`src/rtl/micro_tile_switch_ctrl.sv`:
```
// Hand-over sequencer for micro tiles sharing one pin set: drains the outgoing tile
// under reset, cuts its clock, then clocks the incoming tile under reset before release.

module micro_tile_switch_lane #(
  parameter int SEL_W = 2,
  parameter int IDX   = 0
) (
  input  logic [SEL_W-1:0] sel_i,
  input  logic             boot_i,
  input  logic             run_i,
  output logic             clk_en_o,
  output logic             rst_n_o
);
  localparam logic [SEL_W-1:0] ID = SEL_W'(IDX);
  logic hit;
  assign hit      = (sel_i == ID);
  assign clk_en_o = hit & ~boot_i;
  assign rst_n_o  = hit & run_i;
endmodule

module micro_tile_switch_ctrl #(
  parameter int NUM_TILES  = 4,
  parameter int SEL_W      = 2,
  parameter int RST_CYCLES = 4,
  parameter int DWELL_W    = 16
) (
  input  logic                 clk_i,
  input  logic                 rst_i,
  input  logic                 req_valid_i,
  input  logic [SEL_W-1:0]     req_sel_i,
  output logic                 req_ready_o,
  output logic                 req_err_o,
  input  logic                 auto_en_i,
  input  logic [DWELL_W-1:0]   dwell_i,
  output logic [SEL_W-1:0]     active_sel_o,
  output logic [NUM_TILES-1:0] tile_clk_en_o,
  output logic [NUM_TILES-1:0] tile_rst_n_o,
  output logic                 out_valid_o,
  output logic                 busy_o
);
  localparam int CNT_W = (RST_CYCLES > 1) ? $clog2(RST_CYCLES) : 1;
  localparam logic [CNT_W-1:0] CNT_LAST = CNT_W'(RST_CYCLES - 1);
  localparam logic [SEL_W:0]   NT       = (SEL_W+1)'(NUM_TILES);
  localparam logic [SEL_W-1:0] SEL_LAST = SEL_W'(NUM_TILES - 1);

  typedef enum logic [1:0] {RUN, DRAIN, HOLD} state_e;

  state_e             state_q, state_d;
  logic [SEL_W-1:0]   act_q, act_d, tgt_q, tgt_d, nxt;
  logic [CNT_W-1:0]   cnt_q, cnt_d;
  logic [DWELL_W-1:0] dcnt_q, dcnt_d;
  logic               boot_q, boot_d, err_d;
  logic [NUM_TILES-1:0] ce_d, rn_d;

  assign nxt = (act_q == SEL_LAST) ? '0 : act_q + SEL_W'(1);

  always_comb begin
    state_d = state_q;
    act_d   = act_q;
    tgt_d   = tgt_q;
    cnt_d   = cnt_q;
    dcnt_d  = dcnt_q;
    boot_d  = boot_q;
    err_d   = 1'b0;
    if (boot_q) begin
      // first edge after reset only turns the tile-0 clock on; HOLD count starts next
      boot_d = 1'b0;
    end else begin
      case (state_q)
        HOLD: begin
          if (cnt_q == CNT_LAST) begin
            state_d = RUN;
            cnt_d   = '0;
            dcnt_d  = '0;
          end else begin
            cnt_d = cnt_q + CNT_W'(1);
          end
        end
        DRAIN: begin
          if (cnt_q == CNT_LAST) begin
            state_d = HOLD;
            act_d   = tgt_q;
            cnt_d   = '0;
          end else begin
            cnt_d = cnt_q + CNT_W'(1);
          end
        end
        RUN: begin
          if (req_valid_i) begin
            if ({1'b0, req_sel_i} >= NT) begin
              err_d  = 1'b1;
              dcnt_d = '0;
            end else if (req_sel_i == act_q) begin
              dcnt_d = '0;
            end else begin
              tgt_d   = req_sel_i;
              state_d = DRAIN;
              cnt_d   = '0;
            end
          end else if (auto_en_i && dwell_i != '0) begin
            // dwell is compared live so lowering it cuts the current slot short
            if (dcnt_q >= dwell_i - DWELL_W'(1)) begin
              tgt_d   = nxt;
              state_d = DRAIN;
              cnt_d   = '0;
            end else begin
              dcnt_d = dcnt_q + DWELL_W'(1);
            end
          end else if (!auto_en_i) begin
            dcnt_d = '0;
          end
        end
        default: state_d = HOLD;
      endcase
    end
  end

  for (genvar i = 0; i < NUM_TILES; i++) begin : g_lane
    micro_tile_switch_lane #(.SEL_W(SEL_W), .IDX(i)) u_lane (
      .sel_i    (act_d),
      .boot_i   (boot_d),
      .run_i    (state_d == RUN),
      .clk_en_o (ce_d[i]),
      .rst_n_o  (rn_d[i])
    );
  end

  always_ff @(posedge clk_i or posedge rst_i) begin
    if (rst_i) begin
      state_q       <= HOLD;
      act_q         <= '0;
      tgt_q         <= '0;
      cnt_q         <= '0;
      dcnt_q        <= '0;
      boot_q        <= 1'b1;
      tile_clk_en_o <= '0;
      tile_rst_n_o  <= '0;
      req_ready_o   <= 1'b0;
      req_err_o     <= 1'b0;
      out_valid_o   <= 1'b0;
      busy_o        <= 1'b0;
    end else begin
      state_q       <= state_d;
      act_q         <= act_d;
      tgt_q         <= tgt_d;
      cnt_q         <= cnt_d;
      dcnt_q        <= dcnt_d;
      boot_q        <= boot_d;
      tile_clk_en_o <= ce_d;
      tile_rst_n_o  <= rn_d;
      req_ready_o   <= (state_d == RUN);
      out_valid_o   <= (state_d == RUN);
      busy_o        <= ~boot_d & (state_d != RUN);
      req_err_o     <= err_d;
    end
  end

  assign active_sel_o = act_q;
endmodule
```
`config.mk`:
```
export PLATFORM = sky130hd
export DESIGN_NAME = micro_tile_switch_ctrl
export DESIGN_NICKNAME = d
export VERILOG_FILES = /design/src/rtl/micro_tile_switch_ctrl.sv
export SDC_FILE = /design/constraint.sdc
export NUM_CORES = 1
export LEC_CHECK = 0
export BUFFER_PORTS_ARGS = -buffer_cell sky130_fd_sc_hd__buf_2
export CAP_MARGIN = 30
export CORE_ASPECT_RATIO = 0.5
export CORE_UTILIZATION = 39
export DETAILED_ROUTE_END_ITERATION = 8
export GPL_ROUTABILITY_DRIVEN = 0
export GPL_TIMING_DRIVEN = 1
export RECOVER_POWER = 100
export SYNTH_ARGS = -nofsm -noshare
export SYNTH_HDL_FRONTEND = slang
export SYNTH_SLANG_ARGS = --single-unit
```
`constraint.sdc`:
```
create_clock -name clk_i -period 6 [get_ports clk_i]
set_clock_uncertainty 0.05 [all_clocks]
set_input_delay 0.6 -clock clk_i [delete_from_list [all_inputs] [get_ports clk_i]]
set_output_delay 0.6 -clock clk_i [all_outputs]
set_load 0.01 [all_outputs]
```
# Yosys cells after proc, flatten, opt, wreduce, memory -nomap -nowiden
# Cells that the tools add are included.
[word_totals]
reg_bits = 35
latchBits = 0
mem_bits_rw = 0
rom_bits = 0
in_bits = 22
out_inout_bits = 14
wordCells = 79
n_memories = 0
[classes]
n_addsub = 4
mul = 0
div = 0
magnitude_cmp = 1
n_eq_ne = 16
n_shift = 0
muxes = 29
bitwise_logic = 5
reduce_logical = 14
[ops]
columns = ["cell", "n"]
rows = [
  ["two-way mux 16 bit", 6],
  ["two-way mux 2 bit", 20],
  ["case mux 16 bit (2 select lines)", 1],
  ["adder 16 x 1 -> 16 bit (second input constant)", 1],
  ["greater-or-equal comparator 16 bit", 1],
  ["nonzero test 16 bit", 1],
  ["subtractor 16 x 1 -> 16 bit (second input constant)", 1],
  ["!= test 3 bit (second input constant)", 4],
  ["== test 2 bit (second input constant)", 5],
  ["AND reduction 5 bit", 2],
  ["nonzero test 2 bit", 5],
  ["!= test 4 bit (second input constant)", 2],
  ["logical NOT 2 bit", 3],
  ["case mux 2 bit (3 select lines)", 1],
  ["AND reduction 6 bit", 1],
  ["adder 2 x 1 -> 2 bit (second input constant)", 2],
  ["AND 1 bit", 4],
  ["== test 2 x 1 -> 1 bit (second input constant)", 2],
  ["!= test 2 bit (second input constant)", 2],
  ["case mux 2 bit (2 select lines)", 1],
  ["== test 2 bit", 1],
  ["OR reduction 2 bit", 1],
  ["logical AND 1 bit", 1],
  ["NOT 1 bit", 1],
]

# Depth between registers and ports, before layout
[depth]
depth_word = 9
mapped_depth = 15
ltp_nobuf = 13

# By module
# From an unflattened synthesis, not the netlist that was laid out.
[unflattened]
hier_cells = 271
area_unflattened_um2 = 2539.9
[modules_own_cells]
columns = ["module", "n_inst", "cells_each", "area_per_inst_um2", "seq_area_each_um2"]
rows = [
  ["micro_tile_switch_ctrl", 1, 263, 2459.9, 878.3],
  ["micro_tile_switch_lane at g_lane[1].u_lane ...", 2, 2, 21.3, 0.0],
  ["micro_tile_switch_lane at g_lane[0].u_lane", 1, 2, 22.5, 0.0],
  ["micro_tile_switch_lane at g_lane[3].u_lane", 1, 2, 15.0, 0.0],
]

# Worst setup path before layout
# No wires, ideal clock.
[synth_path]
path_kind = "input to register"
start = "input dwell_i[0]"
end = "register busy_o"
setup_ns = 0.139
arrival_time_ns = 4.087
t_required_ns = 5.811
slack_ns = 1.724
cell_stages = 14
n_path_buf = 1
path_cell_list = "inv_1 ha_1 or4b_4 or3_1 nor3_1 xnor2_1 ha_1 nand4_1 nor3_1 or4b_1 and3_1 buf_6 o311a_4 or4_1"
[synth_between]
elab_chain_cells = 8
word_cells_on_any_way = 10
cone_classes = "add/sub: 1; order compare: 1; mux: 5; reduce/logical: 3"
[synth_lines]
columns = ["element", "line", "source"]
rows = [
  ["start: declaration", "34", "input logic [DWELL_W-1:0] dwell_i,"],
  ["subtractor 16 x 1 -> 16 bit", "102", "if (dcnt_q >= dwell_i - DWELL_W'(1)) begin"],
  ["greater-or-equal comparator 16 bit", "102", ""],
  ["two-way mux 2 bit", "102", ""],
  ["two-way mux 2 bit *", "100", "end else if (auto_en_i && dwell_i != '0) begin"],
  ["two-way mux 2 bit *", "89", "if (req_valid_i) begin"],
  ["case mux 2 bit (3 select lines) *", "69", "case (state_q)"],
  ["two-way mux 2 bit *", "65", "if (boot_q) begin"],
  ["via state_d[1]", "48", "state_e state_q, state_d;"],
  ["nonzero test 2 bit *", "153", "busy_o <= ~boot_d & (state_d != RUN);"],
  ["end signal: assignment", "153", ""],
  ["end: declaration", "39", "output logic busy_o"],
]
# The timed path passes the listed nets; every way through them passes the cells marked *.
# A chain may end at the register's enable or synchronous reset.

# Worst setup path after layout
[layout_path]
start = "input dwell_i[0]"
end = "register out_valid_o"
[layout_between]
elab_chain_cells = 8
word_cells_on_any_way = 10
cone_classes = "add/sub: 1; order compare: 1; mux: 5; reduce/logical: 3"
[layout_lines]
columns = ["element", "line", "source"]
rows = [
  ["subtractor 16 x 1 -> 16 bit", "102", ""],
  ["greater-or-equal comparator 16 bit", "102", ""],
  ["two-way mux 2 bit", "102", ""],
  ["two-way mux 2 bit *", "100", ""],
  ["two-way mux 2 bit *", "89", ""],
  ["case mux 2 bit (3 select lines) *", "69", ""],
  ["two-way mux 2 bit *", "65", ""],
  ["logical NOT 2 bit *", "n/a", ""],
  ["via g_lane[0].u_lane.run_i", "10", "input logic run_i,"],
  ["end signal: assignment", "152", "out_valid_o <= (state_d == RUN);"],
  ["end: declaration", "38", "output logic out_valid_o,"],
]
# Marked as above.

==> run summary <==
The run finished, with violations left. The final reports fail on max-capacitance violations, max-slew violations. For this block, the via count after detailed routing is 2,357.

In this run, the clock network consumes 28.8% of the power. The worst hold path depth came out at 1. Of the synthesized area, sequential elements account for 33.3%. The count of filler cells inserted in the layout came out at 640. Counting distinct cell types in the post-synthesis netlist gives 53.

The number of nets at the end of the flow came out at 377. The total detailed-routing wirelength came out at 6330 um. The max-capacitance violation count is 1. The detail-routed via count per cell came out at 5.61. The count of nets left with antenna violations once routing finished came out at 0. The number of post-CTS setup repair buffers came out at 0.

The initialized floorplan defines 20 standard-cell rows. The critical path goes through clkbuf_1 > inv_1 > ha_1 > or4b_1 > or3_1 > nor3_1 > xnor2_1 > ha_1 > nand4_1 > nor3_1 > or4b_1 > and3_1 > nor4_1 > nor4_1. The maximum count of clock buffers along a single path is 2. The critical path data required time came out at 6.05 ns. The startpoint of the worst-slack reg-to-reg timing path is dcnt_q[0]$_DFFE_PP0P_.

The die outline height came out at 60.2 um. The number of enable flip-flop cells after synthesis is 0. The commonest cells after synthesis are 33 x sky130_fd_sc_hd__dfrtp_1, 28 x sky130_fd_sc_hd__nand2_1, 27 x sky130_fd_sc_hd__nor2_1, 24 x sky130_fd_sc_hd__ha_1. The fraction of registers with async set or reset after synthesis came out at 100%. The horizontal die dimension is 118 um. Global routing used 18.9% of the available tracks.

The total count of max-transition violations in the final report is 36. In the post-synthesis netlist, the biggest area contributors are sky130_fd_sc_hd__dfrtp_1 31%, sky130_fd_sc_hd__ha_1 11%, sky130_fd_sc_hd__nand2_1 4.0%. The slew at the pin closest to its max-slew limit came out at 1.85 ns. STA classifies the critical path startpoint as a primary input. The via count of the first global-routing pass is 2,182. The count of instances resized after the clock tree is built came out at 0. Summing all placed instances gives a cell area of 0.00287 mm^2. The largest total area in the synthesized netlist belongs to sky130_fd_sc_hd__dfrtp_1. The kind of critical path is in2reg.

After detailed routing, the number of remaining DRC violations is 0. The area of the core is 0.00631 mm^2. Cell internal power was estimated by the tool at 0.000592 W.

The class of the most critical hold timing path is reg2reg. The count of antenna diodes in the layout came out at 0. TritonCTS built the clock tree. The post-route minimum period is 4.78 ns.

The number of hold-slack violations in the final timing report is 0. The post-route netlist has 12.0% of its cells at a drive strength greater than 1. The largest net degree at the start of global routing is 36. The violation count after the first detailed-routing iteration came out at 94. Net switching is 36.3% of the power.

Setup repair after global routing left no endpoint under its margin. During I/O placement, the number of pins put on the boundary was 36. In the final timing run, aggregate negative setup slack is 0 ns. In the post-synthesis netlist, the cell with the most instances is sky130_fd_sc_hd__dfrtp_1. On the critical path, the stage with the largest delay is an instance of sky130_fd_sc_hd__nor4_1. The first global-routing pass estimated 10,400 um of wire. The number of buffers created by CTS is 5.

Once the floorplan was initialized, standard cells occupied 41.9% of the core. The path with the worst hold slack has its endpoint at tgt_q[1]$_DFFE_PP0P_. The number of synthesis warnings is 0. The number of hold-repair buffers added at the cts stage is 0. Synthesis handed over a netlist of 299 instances.

The endpoint identified for the worst register-to-register timing path is busy_o$_DFF_PP0_. Summing all non-filler instances in the final layout gives an area of 0.00298 mm^2. Summed over all layers, the global routing overflow is 0. In this design, the stage delay of the slowest critical-path cell is 0.83 ns. The mean post-synth cell area came out at 8.83 um^2. The clock-pin slew on the worst setup and hold paths came out at 0.05 ns. Of all nets on the critical path, the largest fanout is 24. The growth of design area from synthesis to finish is 12.8%. The ratio of final minimum period to clock period is 79.6%.

The wire length per cell came out at 15.1 um. The worst relative slew slack came out at -23.5%. The clock insertion delay at the later pin of the skew report is 0.28 ns. The area taken by flip-flops and latches came out at 878 um^2. The internal reg-to-reg setup slack is 2.61 ns.

The static power due to leakage came out at 1.28 nW. The sequential share of power came out at 35.5%. The multi-input combinational cells in the finished layout cover a total of 0.00163 mm^2. In this run, synthesis produced a sequential element count of 35. The startpoint identified for the worst hold timing path is tgt_q[1]$_DFFE_PP0P_. Based on the critical path, the design can be clocked at up to 209 MHz.

The cell area after synthesis came out at 0.00264 mm^2. Input and output buffers added on the ports amount to 34. The total power per unit cell area came out at 312 mW/mm^2. Counting every sink on the clock net gives 35. The maximum ir drop on the vdd rail came out at 178 uV. The critical path contains buffers and inverters numbering 2 combined. The number of detailed-routing iterations run before antenna repair is 5. Grouping stages by cell kind, the critical path spends the most delay in simple AND/OR/NAND/NOR gates. The initial antenna violation count came out at 0. The area of the die came out at 0.00713 mm^2. The worst register-to-register path has a depth of 8.

Data arrives at the worst endpoint at 4.83 ns. Setup violations remaining at the end of the flow were counted as 0. CTS built an H-tree with a depth of 2. The detailed placement HPWL came out at 4630 um.

The root buffer selected by CTS is sky130_fd_sc_hd__clkbuf_16. The share of total power in combinational logic is 35.7%. The worst setup path is captured at a flip-flop.

For this run, the leading register cell type out of synthesis is sky130_fd_sc_hd__dfrtp_1. The fraction of post-synthesis cell area in the top cell type by area came out at 31.3%. The switching power came out at 0.000337 W.
## cell type report
cell class	count	share of cell area, %
multi-input combinational	240	54.6
sequential	35	29.5
clock buffer	8	5.25
timing repair buffer	35	5.25
tap	88	3.69
inverter	14	1.76
## routing by layer
layer / global-route usage, % / up-vias / wire, um
met1: 25.9 / 1118 / 3290
met2: 31.5 / 60 / 2680
met4: 3.25 / 0 / 40
li1: - / 1173 / -
met5: 0 / - / 0
met3: 3.91 / 6 / 314
## how the worst max path moves through the flow
stage / to / cells past startpoint / slack (ns) / startpoint
floorplan: busy_o$_DFF_PP0_ / 14 / 1.72 / dwell_i[0]
global placement: busy_o$_DFF_PP0_ / 14 / 1.19 / dwell_i[0]
detailed placement: busy_o$_DFF_PP0_ / 14 / 1.07 / dwell_i[0]
CTS: busy_o$_DFF_PP0_ / 14 / 1.34 / dwell_i[0]
global route: out_valid_o$_DFF_PP0_ / 14 / 0.77 / dwell_i[0]
finish: out_valid_o$_DFF_PP0_ / 14 / 1.22 / dwell_i[0]
## through the flow
stage                     hold WS [ns]  setup slack (ns)  instances  util (%)  total power, W
final                            0.473              1.22        420      47.3        0.000929
after detailed placement         0.465              1.07        412      45.5        0.000672
after global routing             0.513             0.770        420      47.3        0.000999
after global placement           0.448              1.19        412      45.5        0.000663
after floorplan                  0.430              1.72        300         -        0.000573
after CTS                        0.386              1.34        420      47.9        0.000949
## power by group through the flow
stage | Combinational (W) | Sequential, W | Clock (W)
after floorplan | 0.000237 | 0.000336 | 0
after global placement | 0.000332 | 0.000331 | 0
after detailed placement | 0.000340 | 0.000332 | 0
after CTS | 0.000346 | 0.000330 | 0.000273
after global routing | 0.000373 | 0.000338 | 0.000289
final | 0.000331 | 0.000330 | 0.000268
## registers in the layout, summed over array words and instances, names as in the netlist
signal / count
tile_rst_n_o: 4
state_q: 2
active_sel_o: 2
out_valid_o: 1
dcnt_q: 16
busy_o: 1
boot_q: 1
cnt_q: 2
tgt_q: 2
tile_clk_en_o: 4
## kinds of logic (layout without fill, tap and decap cells)
group           count (synthesis)  after routing  synth area share (%)
simple gates                  128            128                  25.4
compound gates                 64             64                  17.6
flops                          35             35                  33.3
buf+inv                        25             57                  4.50
fa+ha+maj                      24             24                  11.4
xor+xnor                       16             16                  5.31
mux                             6              6                  2.42
other cells                     1              2                 0.142
## placed cells by master, fill, tap and decap left out, types with 3 or more instances in the layout
cell	netlist	layout
sky130_fd_sc_hd__buf_2	2	20
sky130_fd_sc_hd__nor4_1	12	13
sky130_fd_sc_hd__mux2_2	3	3
sky130_fd_sc_hd__nor2_1	27	27
sky130_fd_sc_hd__ha_1	24	24
sky130_fd_sc_hd__clkbuf_1	5	16
sky130_fd_sc_hd__clkbuf_16	0	5
sky130_fd_sc_hd__nor3_1	12	12
sky130_fd_sc_hd__dfrtp_1	33	33
sky130_fd_sc_hd__o211ai_1	13	13
sky130_fd_sc_hd__a21oi_1	10	10
sky130_fd_sc_hd__a22o_1	9	9
sky130_fd_sc_hd__o21ai_0	12	13
sky130_fd_sc_hd__mux2i_1	3	3
sky130_fd_sc_hd__nand2_1	28	28
sky130_fd_sc_hd__inv_1	14	14
sky130_fd_sc_hd__nand4_1	7	7
sky130_fd_sc_hd__nand3_1	14	14
sky130_fd_sc_hd__xor2_1	5	5
sky130_fd_sc_hd__xnor2_1	11	11
sky130_fd_sc_hd__nor2b_1	3	3
sky130_fd_sc_hd__or3_1	6	6
Power figures use the tool's default switching activity.
